## src/rtl/btn_pkg.sv

```systemverilog
// -----------------------------------------------------------------------------
// btn_pkg
// Shared definitions for the push-button conditioner:
//   - btn_state_e : per-button debounce FSM states
//   - BTN_*       : bit index of each board button in the 5-bit output vectors
//   - cnt_width() : counter width large enough to hold the largest cycle count
// -----------------------------------------------------------------------------
package btn_pkg;

  typedef enum logic [1:0] {
    ST_IDLE         = 2'd0,
    ST_PRESS_WAIT   = 2'd1,
    ST_HELD         = 2'd2,
    ST_RELEASE_WAIT = 2'd3
  } btn_state_e;

  localparam int NUM_BTNS = 5;
  localparam int BTN_C    = 4;
  localparam int BTN_L    = 3;
  localparam int BTN_R    = 2;
  localparam int BTN_U    = 1;
  localparam int BTN_D    = 0;

  // One spare bit above clog2 so a counter compared against the largest
  // parameter can reach it and still saturate without wrapping.
  function automatic int cnt_width(input int a, input int b, input int c);
    int m;
    m = a;
    if (b > m) m = b;
    if (c > m) m = c;
    return $clog2(m) + 1;
  endfunction

endpackage

```

## src/rtl/btn_debounce_cell.sv

```systemverilog
// -----------------------------------------------------------------------------
// btn_debounce_cell
// One button: 2-flop synchronizer, debounce FSM with a saturating stable-cycle
// counter, registered level / press / release outputs. With BTN_AUTOREPEAT_EN
// defined, a held button whose rpt_en_i is high also emits auto-repeat presses.
//
// Ports:
//   clk        system clock, rising edge
//   reset      asynchronous, active-low
//   raw_i      raw bouncing button, asynchronous to clk, active-high
//   rpt_en_i   allow auto-repeat for this button (only with BTN_AUTOREPEAT_EN)
//   level_o    debounced level
//   press_o    one-cycle pulse per accepted press or auto-repeat
//   release_o  one-cycle pulse per accepted release
//
// Configuration macro: BTN_AUTOREPEAT_EN
// -----------------------------------------------------------------------------
module btn_debounce_cell
  import btn_pkg::*;
#(
  parameter int DB_CYCLES     = 1000000,
  parameter int REPEAT_DELAY  = 50000000,
  parameter int REPEAT_PERIOD = 10000000
) (
  input  logic clk,
  input  logic reset,
  input  logic raw_i,
  input  logic rpt_en_i,
  output logic level_o,
  output logic press_o,
  output logic release_o
);

  localparam int CW = cnt_width(DB_CYCLES, REPEAT_DELAY, REPEAT_PERIOD);
  localparam logic [CW-1:0] DB_CNT  = CW'(DB_CYCLES);
  localparam logic [CW-1:0] CNT_ONE = CW'(1);

  logic          sync_meta_q, sync_q;
  btn_state_e    state_q, state_d;
  logic [CW-1:0] cnt_q, cnt_d;
  logic          level_q, level_d;
  logic          press_q, press_d;
  logic          release_q, release_d;

`ifdef BTN_AUTOREPEAT_EN
  localparam logic [CW-1:0] RD_LAST = CW'(REPEAT_DELAY - 1);
  localparam logic [CW-1:0] RP_LAST = CW'(REPEAT_PERIOD - 1);

  // rpt_cnt_q counts HELD cycles since the last press pulse; rpt_periodic_q
  // selects between the initial delay and the repeat period.
  logic [CW-1:0] rpt_cnt_q, rpt_cnt_d;
  logic          rpt_periodic_q, rpt_periodic_d;
`else
  logic unused_rpt_en;
  assign unused_rpt_en = rpt_en_i;
`endif

  always_comb begin
    // NOTE: every always_comb output gets a default first so no path
    // leaves it unassigned, which would infer a latch.
    state_d   = state_q;
    cnt_d     = cnt_q;
    level_d   = level_q;
    press_d   = 1'b0;
    release_d = 1'b0;
`ifdef BTN_AUTOREPEAT_EN
    rpt_cnt_d      = rpt_cnt_q;
    rpt_periodic_d = rpt_periodic_q;
`endif

    unique case (state_q)
      ST_IDLE: begin
        if (sync_q) begin
          state_d = ST_PRESS_WAIT;
          cnt_d   = CNT_ONE;
        end
      end

      ST_PRESS_WAIT: begin
        if (!sync_q) begin
          state_d = ST_IDLE;  // bounce: drop silently
        end else if (cnt_q == DB_CNT) begin
          state_d = ST_HELD;
          press_d = 1'b1;
          level_d = 1'b1;
`ifdef BTN_AUTOREPEAT_EN
          rpt_cnt_d      = '0;
          rpt_periodic_d = 1'b0;
`endif
        end else if (cnt_q != '1) begin
          cnt_d = cnt_q + CNT_ONE;
        end
      end

      ST_HELD: begin
        if (!sync_q) begin
          state_d = ST_RELEASE_WAIT;
          cnt_d   = CNT_ONE;
        end
`ifdef BTN_AUTOREPEAT_EN
        else if (rpt_en_i) begin
          if (rpt_cnt_q == (rpt_periodic_q ? RP_LAST : RD_LAST)) begin
            press_d        = 1'b1;
            rpt_cnt_d      = '0;
            rpt_periodic_d = 1'b1;
          end else if (rpt_cnt_q != '1) begin
            rpt_cnt_d = rpt_cnt_q + CNT_ONE;
          end
        end
`endif
      end

      ST_RELEASE_WAIT: begin
        // Repeat counter is left untouched here, so a release bounce only
        // pauses auto-repeat instead of restarting its timing.
        if (sync_q) begin
          state_d = ST_HELD;
        end else if (cnt_q == DB_CNT) begin
          state_d   = ST_IDLE;
          release_d = 1'b1;
          level_d   = 1'b0;
        end else if (cnt_q != '1) begin
          cnt_d = cnt_q + CNT_ONE;
        end
      end

      default: state_d = ST_IDLE;
    endcase
  end

  // NOTE: sequential state uses non-blocking assignments only, so every flop
  // samples pre-edge values regardless of statement order.
  always_ff @(posedge clk or negedge reset) begin
    if (!reset) begin
      sync_meta_q <= 1'b0;
      sync_q      <= 1'b0;
      state_q     <= ST_IDLE;
      cnt_q       <= '0;
      level_q     <= 1'b0;
      press_q     <= 1'b0;
      release_q   <= 1'b0;
`ifdef BTN_AUTOREPEAT_EN
      rpt_cnt_q      <= '0;
      rpt_periodic_q <= 1'b0;
`endif
    end else begin
      sync_meta_q <= raw_i;
      sync_q      <= sync_meta_q;
      state_q     <= state_d;
      cnt_q       <= cnt_d;
      level_q     <= level_d;
      press_q     <= press_d;
      release_q   <= release_d;
`ifdef BTN_AUTOREPEAT_EN
      rpt_cnt_q      <= rpt_cnt_d;
      rpt_periodic_q <= rpt_periodic_d;
`endif
    end
  end

  assign level_o   = level_q;
  assign press_o   = press_q;
  assign release_o = release_q;

endmodule

```

## src/rtl/push_button_conditioner.sv

```systemverilog
// -----------------------------------------------------------------------------
// push_button_conditioner
// Conditions the five board push-buttons {C,L,R,U,D} into debounced levels and
// one-cycle press / release pulses. Each button is an independent
// btn_debounce_cell; several buttons may pulse in the same cycle.
//
// Ports:
//   clk          system clock, rising edge
//   reset        asynchronous, active-low
//   C,L,R,U,D    raw bouncing buttons, asynchronous, active-high
//   btn_level    debounced levels,  bits {C,L,R,U,D} = [4:0]
//   btn_press    press / auto-repeat pulses, same order
//   btn_release  release pulses, same order
//   any_press    OR of btn_press in the same cycle
//
// Configuration macro: BTN_AUTOREPEAT_EN -- U and D auto-repeat while held.
// -----------------------------------------------------------------------------
module push_button_conditioner
  import btn_pkg::*;
#(
  parameter int DB_CYCLES     = 1000000,
  parameter int REPEAT_DELAY  = 50000000,
  parameter int REPEAT_PERIOD = 10000000
) (
  input  logic                clk,
  input  logic                reset,
  input  logic                C,
  input  logic                L,
  input  logic                R,
  input  logic                U,
  input  logic                D,
  output logic [NUM_BTNS-1:0] btn_level,
  output logic [NUM_BTNS-1:0] btn_press,
  output logic [NUM_BTNS-1:0] btn_release,
  output logic                any_press
);

  logic [NUM_BTNS-1:0] raw;
  assign raw = {C, L, R, U, D};

  for (genvar i = 0; i < NUM_BTNS; i++) begin : g_cell
    btn_debounce_cell #(
      .DB_CYCLES     (DB_CYCLES),
      .REPEAT_DELAY  (REPEAT_DELAY),
      .REPEAT_PERIOD (REPEAT_PERIOD)
    ) u_cell (
      .clk       (clk),
      .reset     (reset),
      .raw_i     (raw[i]),
      .rpt_en_i  ((i == BTN_U) || (i == BTN_D)),
      .level_o   (btn_level[i]),
      .press_o   (btn_press[i]),
      .release_o (btn_release[i])
    );
  end

  // Derived from registered pulses, so it is itself glitch-free and is
  // cleared by reset along with them.
  assign any_press = |btn_press;

endmodule

```

## config.mk

```make
export PLATFORM = sky130hd
export DESIGN_NAME = push_button_conditioner
export DESIGN_NICKNAME = d
export VERILOG_FILES = /design/src/rtl/btn_pkg.sv /design/src/rtl/btn_debounce_cell.sv /design/src/rtl/push_button_conditioner.sv
export SDC_FILE = /design/constraint.sdc
export NUM_CORES = 1
export LEC_CHECK = 0
export ABC_AREA = 1
export BUFFER_PORTS_ARGS = -buffer_cell sky130_fd_sc_hd__buf_2
export CORE_ASPECT_RATIO = 0.6
export CORE_MARGIN = 2
export CORE_UTILIZATION = 48
export CTS_CLUSTER_SIZE = 8
export DETAILED_ROUTE_END_ITERATION = 16
export PLACE_DENSITY = 0.66
export SYNTH_ARGS = -nofsm -noshare
export SYNTH_HDL_FRONTEND = slang
export SYNTH_SLANG_ARGS = --single-unit
```

## constraint.sdc

```tcl
create_clock -name clk -period 1.7 [get_ports clk]
set_clock_uncertainty 0.1 [all_clocks]
set_input_delay 0 -clock clk [delete_from_list [all_inputs] [get_ports clk]]
set_output_delay 0 -clock clk [all_outputs]
set_load 0.01 [all_outputs]
```

==> flow_metrics.py <==
metrics = {
    "yosys": {
        "synth_top_area_cell": "dfrtp_1",
        "ys_types": 38,
        "synth_top_area_frac": 0.374,
        "netlist_instances": 1795,
        "syn_avg_cell_area_um2": 6.33,
        "netlist_area_mm2": 0.0114,
        "synth_area_leaders": "dfrtp_1 37%, nand2_1 26%, nor2_1 12%, inv_1 4.8%, nand3_1 4.6%",
        "synth-main-ff-cell": "dfrtp_1",
        "yosysWarnings": 0,
        "ys_seq_area_frac": 0.374,
        "synth_edf_count": 0,
        "ys_async_sr_fraction": 1.00,
        "synth-seq-cells": 170,
        "synth_nets": 1812,
    },
    "sta": {
        "report.final.hold_viol_count": 0,
        "worst_slew_margin_rel": 0.708,
        "slew_violations": 0,
        "grt_setup_unrepaired": "yes",
        "finalSetupTns_ps": -24300,
        "worstMarginPinSlew_ps": 435,
        "period_minus_slack_ps": 1970,
        "finalSetupViolCount": 141,
        "layout_setup_ws_ps": -272,
        "fmax_mhz": 507,
        "hold_ws_ps": 75.6,
        "post-route-period-util": 1.16,
    },
    "routing": {
        "vias": 12800,
        "first_pass_iters": 6,
        "drt_wl_total_um": 38500,
        "drtIter0Drc": 1439,
        "avgRoutedWirePerCell_um": 15.7,
        "routed_via_density": 5.23,
        "drcViolationCount": 0,
        "antenna_left": 0,
    },
    "clock_network": {
        "cts.sinks": 170,
        "cts_tree": "done",
        "clk_pin_slew_ps": 70,
        "cts_root_buf": "clkbuf_16",
        "numCtsBuffers": 17,
        "clockBufferDepth": 2,
        "cts-htree-levels": 4,
        "clk_latency_ps": 460,
    },
    "global_route": {
        "met3_usage": 0.0780,
        "use_met1": 0.448,
        "grt_max_degree": 45,
        "grt_util_met2": 0.420,
        "grt_pass1_wl_um": 58400,
        "top_usage_layer": "met1",
        "gr-total-overflow": 0,
        "grtUsageTotal": 0.297,
        "antenna_found_initial": 0,
        "grt_pass1_vias": 11500,
    },
    "finish": {
        "diodes": 0,
        "syn2layout_area_growth_pct": 47.2,
        "layout_common_cells": "570 x nand2_1, 310 x nor2_1, 250 x buf_4, 167 x nand2_2, 147 x dfrtp_1",
        "layout.cells.most_common": "nand2_1",
        "nNetsFinal": 2139,
        "drive_gt1_frac": 0.364,
        "post-route-util": 0.722,
    },
    "setup_path": {
        "endpoint": "g_cell[3].u_cell.cnt_q[9]",
        "worstSetupStartpoint": "g_cell[3].u_cell.cnt_q[0]",
        "ff2ff_setup_slack_ps": -270,
        "reg2reg_from": "g_cell[3].u_cell.cnt_q[0]",
        "reg2regPathDepth": 11,
        "start_kind": "flop",
        "crit_required_ps": 2000,
        "worstSetupPathType": "reg -> reg",
        "arrival_ps": 2270,
        "end_kind": "flop",
        "cp_max_fo": 5,
        "rr_endpoint": "g_cell[3].u_cell.cnt_q[9]",
    },
    "pwr": {
        "p_leak_nw": 8.25,
        "power_mw": 9.41,
        "worst_ir_drop_vdd_v": 0.00122,
        "p_per_area_mw_per_mm2": 563,
    },
    "die": {
        "pin_count": 23,
        "dieArea_mm2": 0.0250,
        "fp.coreArea_mm2": 0.0232,
        "rows": 43,
        "die_h_um": 123,
        "fp.dieW_um": 203,
        "start_util": 0.490,
    },
    "placed_design": {
        "dpl.hpwl_um": 24000,
        "io_buffers": 22,
        "place.gp.congestion": 0.974,
    },
    "outcome": {
        "status": "finished, violations left",
        "violations": "negative setup slack",
    },
    "hold_path": {
        "worstHoldPathType": "in -> reg",
    },
    "job": {
        "max_cap_violations": 0,
    },
}
kinds of logic (layout without fill, tap and decap cells):
kind of cell,Yosys count,in the layout,synth area share
AO/OA/AOI/OAI,40,40,0.0222
XOR/XNOR,43,43,0.0331
adder cells (fa/ha/maj),10,10,0.0110
buffers and inverters,202,535,0.0801
flip-flops,170,170,0.374
AND/OR/NAND/NOR,1330,1336,0.479
stage by stage:
step | setup WS, ps | cells | cell area (um2)
floorplan | -2.88 | 1795 | 11400
global placement | -490 | 2329 | 13600
detailed placement | -575 | 2329 | 13600
CTS | -126 | 2420 | 15500
global route | -353 | 2449 | 16700
finish | -272 | 2449 | 16700
cell usage after synthesis, drive strengths merged, types with 2 or more instances:
cell type,number
nand2,797
nor2,381
dfrtp,170
inv,151
nand3,109
buf,36
nor3,27
xor2,23
xnor2,20
o21ai,17
clkbuf,11
ha,10
nand4,9
a21oi,8
o21bai,7
a211oi,5
clkinv,4
nor3b,4
a2bb2oi,2
nand3b,2
sequential cells by signal (all words and copies together) (netlist names), named ones only:
| signal | cells |
|---|---|
| g_cell.u_cell.state_q | 5 |
| g_cell.u_cell.press_o | 5 |
| g_cell.u_cell.level_o | 5 |
| g_cell.u_cell.cnt_q | 135 |
| g_cell.u_cell.sync_q | 5 |
| g_cell.u_cell.sync_meta_q | 5 |
| g_cell.u_cell.release_o | 5 |
timing repair:
item,4_1_cts,5_1_grt
hold buffers,7,0
setup buffers,42,23
endpoints found under the hold margin,175,0
gates cloned,12,7
pin swaps,79,115
setup endpoints to repair,140,151
resized for setup,199,304
how the worst min path moves through the flow:
stage / slack [ps] / endpoint / cells after the start / startpoint
2_1_floorplan: -400 / async pin / 0 / reset
3_3_place_gp: -110 / g_cell[2].u_cell.cnt_q[21] / 1 / reset
3_5_place_dp: -120 / g_cell[2].u_cell.cnt_q[20] / 1 / reset
4_1_cts: 70 / g_cell[2].u_cell.sync_meta_q / 2 / R
5_1_grt: 80 / g_cell[2].u_cell.sync_meta_q / 2 / R
6_report: 80 / g_cell[4].u_cell.sync_meta_q / 2 / C
power by group:
group	total (mW)	leakage (nW)	switching (mW)	internal (mW)
sequential	4.23	2.28	0.107	4.12
clock	3.88	0.268	1.79	2.10
combinational	1.30	5.69	0.730	0.572
total	9.41	8.25	2.62	6.79
worst max-delay path, cell delays in order (launching register included):
cell and delay [ps]:
dfrtp_1 410, ha_4 170, nand2_4 60, nor2_4 150, nand3_4 100, clkinv_4 70, nand3_4 80, buf_6 130
o21ai_4 280, clkbuf_16 240, nand2_2 50, nand2_1 50
layer usage:
| layer | wire length [um] | part of all wire |
|---|---|---|
| met1 | 17500 | 0.45 |
| met2 | 16000 | 0.42 |
| met3 | 4250 | 0.11 |
| met4 | 698 | 0.018 |
| met5 | 0 | 0 |
area by class of cell:
class                   instances  area (um2)
inverters                     155         614
repair buffers                349        3190
well taps                     315         394
fillers                      1743        6450
multi-input cells            1429        7680
flip-flops and latches        170        4280
clock buffers                  19         453
clock inverters                12         118
Note: power is estimated with default switching activity, not from simulation.
